**src/rtl/fetch_unit.sv**
```systemverilog
// Instruction-fetch front end: PC, single-outstanding imem reads, a small
// instruction FIFO towards decode, redirect/halt handling.
module fetch_unit #(
  parameter int unsigned DEPTH    = 2,
  parameter logic [15:0] RESET_PC = 16'h0000,
  parameter logic [15:0] NOP      = 16'h0800
) (
  input  logic        clk,
  input  logic        rst,
  output logic [15:0] imem_addr,
  output logic        imem_rd,
  input  logic [15:0] imem_data,
  input  logic        imem_done,
  input  logic        redirect,
  input  logic [15:0] redirect_pc,
  input  logic        halt,
  input  logic        instr_ready,
  output logic        instr_valid,
  output logic [15:0] instruction,
  output logic [15:0] pc_plus2,
  output logic        err
);

  localparam int unsigned AW = $clog2(DEPTH);
  localparam int unsigned CW = AW + 1;

  typedef enum logic [1:0] {
    S_IDLE,
    S_WAIT,
    S_DROP,
    S_HALTED
  } state_t;

  state_t        state;
  logic [15:0]   pc;
  logic [15:0]   addr;
  logic          rd;
  logic          halt_pend;
  logic          err_q;

  logic [15:0]   buf_instr [DEPTH];
  logic [15:0]   buf_pc2   [DEPTH];
  logic [AW-1:0] rd_ptr;
  logic [AW-1:0] wr_ptr;
  logic [CW-1:0] count;

  logic          pop;
  logic          push;
  logic          take_halt;
  logic          take_redir;
  logic          flush;
  logic [CW-1:0] occ_next;
  logic          slot_ok;
  logic [15:0]   pc_inc;
  logic [15:0]   redir_pc;

  // A redirect arriving while a halt is draining its request is ignored,
  // same as a redirect once halted.
  always_comb begin
    pop        = (count != '0) && instr_ready;
    take_halt  = halt && (state != S_HALTED);
    take_redir = redirect && !halt && (state != S_HALTED) && !halt_pend;
    flush      = take_halt || take_redir;
    push       = (state == S_WAIT) && imem_done && !flush;
    occ_next   = count + CW'(push) - CW'(pop);
    slot_ok    = occ_next < CW'(DEPTH);
    pc_inc     = pc + 16'd2;
    redir_pc   = {redirect_pc[15:1], 1'b0};
  end

  always_ff @(posedge clk or posedge rst) begin
    if (rst) begin
      state     <= S_IDLE;
      pc        <= RESET_PC;
      addr      <= RESET_PC;
      rd        <= 1'b0;
      halt_pend <= 1'b0;
      err_q     <= 1'b0;
    end else begin
      err_q <= (imem_done && !rd) || (take_redir && redirect_pc[0]);
      case (state)
        S_IDLE: begin
          if (take_halt) begin
            state <= S_HALTED;
          end else if (take_redir) begin
            pc   <= redir_pc;
            addr <= redir_pc;
          end else if (slot_ok) begin
            state <= S_WAIT;
            rd    <= 1'b1;
            addr  <= pc;
          end
        end
        S_WAIT: begin
          if (take_halt) begin
            if (imem_done) begin
              state <= S_HALTED;
              rd    <= 1'b0;
            end else begin
              state     <= S_DROP;
              halt_pend <= 1'b1;
            end
          end else if (take_redir) begin
            pc <= redir_pc;
            if (imem_done) begin
              state <= S_IDLE;
              rd    <= 1'b0;
              addr  <= redir_pc;
            end else begin
              state <= S_DROP;
            end
          end else if (imem_done) begin
            pc   <= pc_inc;
            addr <= pc_inc;
            if (slot_ok) begin
              state <= S_WAIT;
            end else begin
              state <= S_IDLE;
              rd    <= 1'b0;
            end
          end
        end
        S_DROP: begin
          // addr keeps the abandoned request's address until memory answers
          if (take_halt) halt_pend <= 1'b1;
          if (take_redir) pc <= redir_pc;
          if (imem_done) begin
            rd    <= 1'b0;
            state <= (halt_pend || take_halt) ? S_HALTED : S_IDLE;
            addr  <= take_redir ? redir_pc : pc;
          end
        end
        default: begin
          state <= S_HALTED;
          rd    <= 1'b0;
        end
      endcase
    end
  end

  always_ff @(posedge clk or posedge rst) begin
    if (rst) begin
      rd_ptr <= '0;
      wr_ptr <= '0;
      count  <= '0;
    end else if (flush) begin
      rd_ptr <= '0;
      wr_ptr <= '0;
      count  <= '0;
    end else begin
      if (push) wr_ptr <= wr_ptr + AW'(1);
      if (pop)  rd_ptr <= rd_ptr + AW'(1);
      count <= occ_next;
    end
  end

  always_ff @(posedge clk) begin
    if (push) begin
      buf_instr[wr_ptr] <= imem_data;
      buf_pc2[wr_ptr]   <= pc_inc;
    end
  end

  always_comb begin
    imem_rd     = rd;
    imem_addr   = addr;
    err         = err_q;
    instr_valid = (count != '0);
    instruction = instr_valid ? buf_instr[rd_ptr] : NOP;
    pc_plus2    = instr_valid ? buf_pc2[rd_ptr] : '0;
  end

endmodule

```
**config.mk**
```make
export PLATFORM = sky130hd
export DESIGN_NAME = fetch_unit
export DESIGN_NICKNAME = d
export VERILOG_FILES = /design/src/rtl/fetch_unit.sv
export SDC_FILE = /design/constraint.sdc
export NUM_CORES = 1
export LEC_CHECK = 0
export BUFFER_PORTS_ARGS = -buffer_cell sky130_fd_sc_hd__buf_2
export CAP_MARGIN = 20
export CORE_ASPECT_RATIO = 1.2
export CORE_MARGIN = 8
export CORE_UTILIZATION = 50
export CTS_CLUSTER_DIAMETER = 100
export DETAILED_ROUTE_END_ITERATION = 8
export GPL_TIMING_DRIVEN = 0
export MAX_ROUTING_LAYER = met4
export PLACE_DENSITY = 0.73
export RECOVER_POWER = 100
export SYNTH_ARGS = -nofsm -noshare
export SYNTH_HDL_FRONTEND = slang
export SYNTH_SLANG_ARGS = --single-unit
```
**constraint.sdc**
```tcl
create_clock -name clk -period 5.4 [get_ports clk]
set_clock_uncertainty 0.05 [all_clocks]
set_input_delay 0.54 -clock clk [delete_from_list [all_inputs] [get_ports clk]]
set_output_delay 0.54 -clock clk [all_outputs]
set_load 0.005 [all_outputs]
```
==> results of run 1 <==
## where the power goes
group / internal, mW / total [mW] / switching (mW)
Clock: 0.325 / 0.597 / 0.271
Combinational: 0.279 / 0.639 / 0.361
Sequential: 0.933 / 0.982 / 0.0483
## metal layers
layer / vias to the layer above / global-route usage, % / share of wire [%]
li1: 1631 / - / -
met1: 1571 / 20.4 / 45
met2: 105 / 24.5 / 47
met3: 15 / 3.34 / 6.2
met4: 0 / 6.06 / 1.6
met5: - / - / 0
## through the flow
stage	total power, mW	util, %	hold slack (ps)	cell area (µm²)
final	2.22	59.2	337	5660
after floorplan	1.42	-	384	4950
after detailed placement	1.68	58.0	418	5550
after global routing	2.34	59.2	325	5660
after global placement	1.66	57.9	400	5540
after CTS	2.28	60.9	326	5820
## cell usage in the layout (no fill, tap or decap), drive strengths merged, types with 2 or more instances in the layout
master	instances
clkbuf	84
edfxtp	64
nor2	59
buf	42
mux2i	41
dfrtp	41
nand2	24
o21ai	20
inv	15
a21oi	14
xor2	13
xnor2	12
nand3	10
nand4	7
mux2	7
and2	6
a221oi	5
and4	4
and3	4
a21o	3
nor3	3
ha	3
o22ai	3
nor2b	2
o221ai	2
nand2b	2
clkinvlp	2
nor4	2
o31ai	2
## layout make-up
type / instances / area [µm²]
sequential: 105 / 2950
inverter: 15 / 56.3
tap: 123 / 154
clock buffer: 13 / 250
clock inverter: 3 / 20.0
multi-input combinational: 257 / 1710
fill: 829 / 3910
timing repair buffer: 87 / 383
buffer: 26 / 136
## flip-flops by register name (all words and copies together) (netlist names)
name,count
imem_addr,16
buf_pc2,32
buf_instr,32
count,2
state,2
imem_rd,1
wr_ptr,1
pc,16
halt_pend,1
rd_ptr,1
err,1
## worst max-delay path: cells and delay by family (launching register included)
| family | cells | cell delay [ps] |
|---|---|---|
| buffers and inverters | 3 | 970 |
| muxes | 1 | 380 |
| and+or+nand+nor | 3 | 450 |
| adders and majority gates | 2 | 480 |
| xor gates and xnor gates | 1 | 300 |
| DFF | 1 | 390 |
| AOI/OAI and AO/OA | 2 | 750 |
## path summary, 6_finish.rpt
check / startpoint / depth (start not counted) / end
worst min register to register: pc[0] / 0 / buf_pc2[0][0]
max in group asynchronous: rst / 2 / pc[14]
worst max register to register: state[1] / 12 / imem_addr[11]
worst min-delay path: imem_data[6] / 1 / buf_instr[0][6]
min in group asynchronous: rst / 2 / halt_pend
worst max-delay path: state[1] / 12 / imem_addr[11]
## kinds of logic after synthesis
kind of cell | after synthesis | share of synthesized area (%)
AND/OR/NAND/NOR | 126 | 12.5
flip-flops | 105 | 59.6
AO/OA/AOI/OAI | 54 | 7.11
multiplexers | 48 | 10.1
buffers and inverters | 41 | 4.88
XOR/XNOR | 26 | 5.03
adder cells (fa/ha/maj) | 3 | 0.759
==> metrics.cfg, run 1 <==
[global_route]
grt_pass1_vias = 3310
grt_use_total_pct = 16.0
antenna_found_initial = 0
grt_pass1_wl_mm = 16.6
overflow = 0
grt_start_max_net_pins = 42

[floorplanning]
die_w_um = 107
core_mm2 = 0.00956
pin_count = 89
rows = 39
die_height_um = 125
initial_core_util_pct = 51.7
dieArea_mm2 = 0.0133

[sta]
period_share_pct = 72.0
maxSlewViolCount = 108
max_freq_ghz = 0.257
layout_setup_ws_ps = 1510
relSlewSlack_pct = -74.4
finalHoldViolCount = 0
worst_pin_slew_ps = 2610
setup_viol = 0
period_minus_slack_ps = 3890
rsz0062_at_grt = no
timing.setup.tns_ps = 0

[cts]
cts_hold_buf = 0
cts_sinks = 105
postCtsSetupRepairBufs = 0
path_clk_slew_ps = 70
clock_tree.root_cell = clkbuf_16
htreeDepth = 3
clock_latency_ps = 340
cts_buffer_depth = 2
cts_buffers = 9
cts_tree = built
postCtsResizedCells = 0

[logic_synthesis]
ys_async_sr_fraction_pct = 39.0
synth.distinct_cells = 53
ys.flop_type = edfxtp_1
post-synth-top-count-cell = edfxtp_1
yosys.area.top_type = edfxtp_1
synthesis.area_mm2 = 0.00495
ys_seq_area_share_pct = 59.6
syn_avg_cell_area_um2 = 12.3
synthCells = 403
ys_seq_elements = 105
synth_edf_count = 64
yosys_warnings = 0
syn_nets = 444
synth_top_cell_area_share_pct = 38.9
ys_top_cells_by_count = 64 x edfxtp_1, 58 x nor2_1, 41 x dfrtp_1, 41 x mux2i_1, 24 x nand2_1
synth.area.top_cells = edfxtp_1 39%, dfrtp_1 21%, mux2i_1 8.3%

[critical_path]
critPathSlowestCell = clkbuf_1
crit_fanout = 10
path_class = reg2reg
critPathMaxStageDelay_ps = 580
path_cells = clkbuf_1 -> nand2_1 -> o21ai_0 -> nand3_1 -> ha_1 -> inv_1 -> ha_1 -> xnor3_1 -> nor2_2 -> o221ai_1 -> clkbuf_1 -> mux2_1
crit_arrival_ps = 4060
required_ps = 5570
startpoint_type = register
ff2ff_setup_slack_ps = 1510
cp-end-kind = register

[place]
hpwlAfterDp_mm = 7.61
globalplace.congestion = 0.870
post-place-ws_ps = 1880
dp.cells = 613
io_buffers = 87

[drt]
route.vias.total = 3322
first_pass_iters = 4
wl_per_cell_um = 16.5
drc_errors = 0
antenna_left = 0
wirelength_mm = 10.4
via_per_inst = 5.28
drt_iter0_drc = 164

[status]
outcome = finished, violations left
violations = max-capacitance violations, max-slew violations

[pwr]
vdd_drop_max_v = 0.000233
leakage_nw = 2.33
power.density_mw_per_mm2 = 392

[layout]
fin_cells = 629
drive_gt1_share_pct = 15.2
syn2layout_area_growth_pct = 14.4
diodes = 0
nNetsFinal = 542

[worst_hold_path]
min_path_type = in2reg

[job]
maxCapViolCount = 3

Note: power is estimated with default switching activity, not from simulation.
==> inputs of run 2 (changes only) <==
- PLACE_DENSITY: 0.73 -> 0.76
- clock period: 5.4 -> 3.25 ns (I/O delays scaled with it)
==> run 2 against run 1 <==
Against the previous run: largest power group unchanged; count of clock-buffer cells in the layout stayed put; largest cell class unchanged; clock power up 78%; critical path depth shrank 1; fmax increased by 28%; the flow still finishes with violations (max-capacitance violations, max-slew violations).
==> metrics.cfg, run 2 (synthesis results as in run 1) <==
[cts]
clock_latency_ps = 340  ; about the same
cts_tree = built
postCtsSetupRepairBufs = 0  ; unchanged
cts_buffer_depth = 2  ; unchanged
htreeDepth = 3  ; unchanged
cts_buffers = 9  ; unchanged
clock_tree.root_cell = clkbuf_16
path_clk_slew_ps = 70  ; about the same
cts_sinks = 105  ; unchanged

[sta]
period_minus_slack_ps = 3040  ; -849 ps
maxSlewViolCount = 108  ; unchanged
worst_pin_slew_ps = 1630  ; -978 ps
period_share_pct = 93.4  ; +21 points
rsz0062_at_grt = no
max_freq_ghz = 0.329  ; +28%
finalHoldViolCount = 0  ; unchanged
setup_viol = 0  ; unchanged
relSlewSlack_pct = -8.73  ; +66 points

[floorplanning]
rows = 39  ; unchanged
core_mm2 = 0.00956  ; unchanged
die_w_um = 107  ; unchanged
pin_count = 89  ; unchanged
die_height_um = 125  ; unchanged
initial_core_util_pct = 51.7  ; unchanged
dieArea_mm2 = 0.0133  ; unchanged

[layout]
drive_gt1_share_pct = 16.2  ; +0.99 points
fin_cells = 629  ; unchanged
final_common_cell = edfxtp_1
diodes = 0  ; unchanged
fillCellCount = 833  ; +0.48%
most-common-layout-cells = 64 x edfxtp_1, 61 x clkbuf_1, 57 x nor2_1
reg_top3 = buf_instr (32), buf_pc2 (32)
syn2layout_area_growth_pct = 15.5
nNetsFinal = 542  ; unchanged

[place]
dp.cells = 613  ; unchanged
hpwlAfterDp_mm = 8.03  ; +5.5%
globalplace.congestion = 0.871  ; +0.22%
io_buffers = 87  ; unchanged

[drt]
wl_per_cell_um = 17.3  ; +4.6%
antenna_left = 0  ; unchanged
via_per_inst = 5.32  ; +0.69%
drc_errors = 0  ; unchanged
drt_iter0_drc = 130  ; -21%
first_pass_iters = 5  ; +1
route.vias.total = 3345  ; +0.69%
wirelength_mm = 10.9  ; +4.6%

[critical_path]
crit_fanout = 10  ; unchanged
cp-end-kind = register
crit_arrival_ps = 3210  ; -850 ps
required_ps = 3420  ; -2150 ps
path_class = reg2reg
startpoint_type = register

[global_route]
grt_start_max_net_pins = 42  ; unchanged
grt_pass1_wl_mm = 17.2  ; +3.8%
grt_pass1_vias = 3502  ; +5.8%
antenna_found_initial = 0  ; unchanged
overflow = 0  ; unchanged
grt_use_total_pct = 16.8  ; +0.82 points

[status]
violations = max-capacitance violations, max-slew violations
outcome = finished, violations left

[pwr]
vdd_drop_max_v = 0.000290  ; +24%
total_power_mw = 3.77  ; +70%
leakage_nw = 2.34  ; +0.22%
power.density_mw_per_mm2 = 660  ; +68%

[worst_hold_path]
min_path_type = in2reg

[job]
maxCapViolCount = 3  ; unchanged

run 2: final timing paths:
path / slack, ps / depth (start not counted) / endpoint / startpoint
min in group asynchronous: 410 / 2 / halt_pend / rst
max in group asynchronous: 1790 / 2 / pc[13] / rst
worst min register to register: 420 / 0 / buf_pc2[1][0] / pc[0]
worst max-delay path: 210 / 11 / imem_addr[0] / state[1]
worst max register to register: 210 / 11 / imem_addr[0] / state[1]
worst min-delay path: 120 / 1 / buf_instr[1][8] / imem_data[8]
run 2: final cells by class:
cell class / count / area [µm²] / share of cell area (%)
inverters: 15 / 56.3 / 0.986
well taps: 123 / 154 / 2.70
clock buffers: 13 / 240 / 4.21
flip-flops and latches: 105 / 2950 / 51.6
plain buffers: 26 / 148 / 2.59
clock inverters: 3 / 45.0 / 0.789
repair buffers: 87 / 380 / 6.66
multi-input cells: 257 / 1740 / 30.5
run 2: layer usage:
metal,global-route usage [%],up-vias,share of wire [%]
met5,-,-,0
met4,7.05,0,2.0
met3,3.44,19,5.1
met2,27.6,100,49
met1,19.6,1598,43
li1,-,1628,-
run 2: report_power, final:
part	switching [mW]	leakage, nW	internal (mW)
clock network	0.462	0.130	0.599
logic	0.611	1.11	0.459
registers	0.0847	1.10	1.55
total	1.16	2.34	2.61
run 2: critical path: stages, from the launching register on:
cell      delay, ps
dfrtp_1         400
nor2b_1         110
clkbuf_1        370
nand3_2         200
ha_1            310
inv_1            40
ha_1            180
xnor3_1         300
nor2_1          110
o221ai_4        280
buf_6           220
mux2_1          340
run 2: timing repair:
action	CTS	global route
setup endpoints to repair	3	12
pin swaps	0	0
hold buffers	0	0
gates resized for setup	1	3
run 2: per-stage QoR:
step	utilization, %	setup TNS, ps	setup WS (ps)	hold WS (ps)	instance area (µm²)
after CTS	61.1	0	26.3	107	5850
after global routing	59.7	0	65.0	111	5710
after global placement	57.9	-27360	-432	398	5540
after floorplan	-	0	476	374	4950
final	59.7	0	213	119	5710
after detailed placement	58.0	-216	-74.8	413	5550
==> inputs of run 3 (changes only) <==
- CORE_MARGIN: 8 -> not set
- GPL_TIMING_DRIVEN: 0 -> not set
==> run 3 against run 2 <==
Against the previous run: the run still ends with max-capacitance violations, max-slew violations left; clock power about the same; largest power group unchanged; fmax increased by 2.1%; count of clock-buffer cells in the layout decreased by 2; non-clock buffer count decreased by 16.
==> metrics.cfg, run 3 (synthesis results as in run 1) <==
[status]
outcome = finished, violations left
violations = max-capacitance violations, max-slew violations

[floorplanning]
die_height_um = 111  ; -11%
die_w_um = 92.8  ; -13%
dieArea_mm2 = 0.0103  ; -23%
core_mm2 = 0.00956  ; unchanged
pin_count = 89  ; unchanged
initial_core_util_pct = 51.7  ; unchanged
rows = 39  ; unchanged

[layout]
final_util_pct = 58.8  ; -0.93 points
fin_cells = 613  ; -2.5%
diodes = 0  ; unchanged
syn2layout_area_growth_pct = 13.7
nNetsFinal = 526  ; -3.0%
fillCellCount = 823  ; -1.2%
most-common-layout-cells = 64 x edfxtp_1, 57 x nor2_1, 43 x buf_2
reg_top3 = buf_instr (32), buf_pc2 (32)
final_common_cell = edfxtp_1
drive_gt1_share_pct = 18.0  ; +1.8 points

[drt]
wl_per_cell_um = 15.6  ; -9.7%
first_pass_iters = 5  ; unchanged
drt_iter0_drc = 114  ; -12%
drc_errors = 0  ; unchanged
route.vias.total = 3278  ; -2.0%
antenna_left = 0  ; unchanged
wirelength_mm = 9.56  ; -12%
via_per_inst = 5.35  ; +0.55%

[critical_path]
r2r-end = imem_addr[11]
crit_start = state[0]
startpoint_type = register
cp-end-kind = register
crit_fanout = 22  ; +12
crit_arrival_ps = 3140  ; -70 ps
regToRegStartpoint = state[0]
path_class = reg2reg
ff2ff_path_depth = 11  ; unchanged
required_ps = 3420  ; about the same
ff2ff_setup_slack_ps = 280  ; +60 ps

[cts]
postCtsSetupRepairBufs = 0  ; unchanged
htreeDepth = 3  ; unchanged
cts_buffer_depth = 2  ; unchanged
path_clk_slew_ps = 70  ; about the same
cts_buffers = 9  ; unchanged
postCtsResizedCells = 0  ; -1
clock_tree.root_cell = clkbuf_16
cts_sinks = 105  ; unchanged
clock_latency_ps = 340  ; about the same
cts_hold_buf = 0  ; unchanged
cts_tree = built

[sta]
maxSlewViolCount = 76  ; -30%
finalHoldViolCount = 0  ; unchanged
timing.setup.tns_ps = 0  ; unchanged
rsz0062_at_grt = no
relSlewSlack_pct = -47.5  ; -39 points
max_freq_ghz = 0.336  ; +2.1%
period_minus_slack_ps = 2970  ; -63.4 ps
setup_viol = 0  ; unchanged
worst_pin_slew_ps = 2210  ; +584 ps
holdWs_ps = 125  ; +5.84 ps
period_share_pct = 91.5  ; -2.0 points

[pwr]
comb_power_share_pct = 24.7  ; -3.7 points
total_power_mw = 3.73  ; -1.1%
power.share.switching_pct = 29.8  ; -0.97 points
netSwitchingPower_mw = 1.11  ; -4.2%
seq_power_share_pct = 47.1  ; +3.7 points
p_int_mw = 2.62  ; +0.32%
p_clk_share_pct = 28.2  ; about the same
leakage_nw = 2.34  ; +0.14%
vdd_drop_max_v = 0.000279  ; -4.0%
power.density_mw_per_mm2 = 663  ; +0.51%

[worst_hold_path]
worstHoldStart = imem_data[14]
min_path_cells = 1  ; unchanged
holdPathEnd = buf_instr[1][14]
min_path_type = in2reg

[place]
io_buffers = 88  ; +1.1%
hpwlAfterDp_mm = 6.61  ; -18%
globalplace.congestion = 0.870  ; -0.14%
dp.cells = 597  ; -2.6%

[global_route]
grt_pass1_vias = 3219  ; -8.1%
grt_pass1_wl_mm = 15.6  ; -9.6%
overflow = 0  ; unchanged
antenna_found_initial = 0  ; unchanged
grt_use_total_pct = 20.1  ; +3.3 points
grt_start_max_net_pins = 42  ; unchanged

[job]
maxCapViolCount = 2  ; -1

==> run 3: cell type report <==
cell class / count / area (µm²) / area share, %
well taps: 123 / 154 / 2.74
multi-input cells: 257 / 1710 / 30.4
clock inverters: 5 / 56.3 / 1.00
repair buffers: 97 / 464 / 8.26
inverters: 15 / 56.3 / 1.00
clock buffers: 11 / 233 / 4.14
flip-flops and latches: 105 / 2950 / 52.4
==> run 3: worst max-delay path by stage <==
stage / endpoint / cells after the start / slack (ps)
after detailed placement: imem_addr[3] / 12 / 200
final: imem_addr[11] / 11 / 280
after global placement: imem_addr[10] / 12 / 300
after floorplan: buf_instr[0][0] / 5 / 480
after global routing: imem_addr[10] / 11 / 40
after CTS: imem_addr[10] / 11 / 270
==> run 3: power groups by stage <==
stage                     combinational [mW]  sequential [mW]  clock (mW)
final                                  0.920             1.76        1.05
after global routing                    1.03             1.78        1.13
after CTS                              0.965             1.76        1.08
after detailed placement               0.963             1.79           0
after global placement                 0.938             1.78           0
after floorplan                        0.704             1.65           0
==> run 3: stage by stage <==
| stage | cell area [µm²] | worst slack, ps |
|---|---|---|
| floorplan | 4950 | 476 |
| global placement | 5440 | 302 |
| detailed placement | 5440 | 204 |
| CTS | 5730 | 270 |
| global route | 5620 | 35.9 |
| finish | 5620 | 276 |
==> run 3: critical path, stage by stage (launching register included) <==
cell and delay, ps:
dfrtp_1 530, nand2_1 160, o21ai_0 210, nand3_1 230, ha_1 330, inv_1 40
ha_1 170, xnor3_1 290, nor2_1 80, o221ai_2 210, buf_12 200, mux2_1 340
==> run 3: routing by layer <==
metal / GRT usage [%] / part of all wire (%)
met1: 25.9 / 45
met2: 32.0 / 49
met3: 4.12 / 5.2
met4: 6.46 / 1.5
met5: - / 0
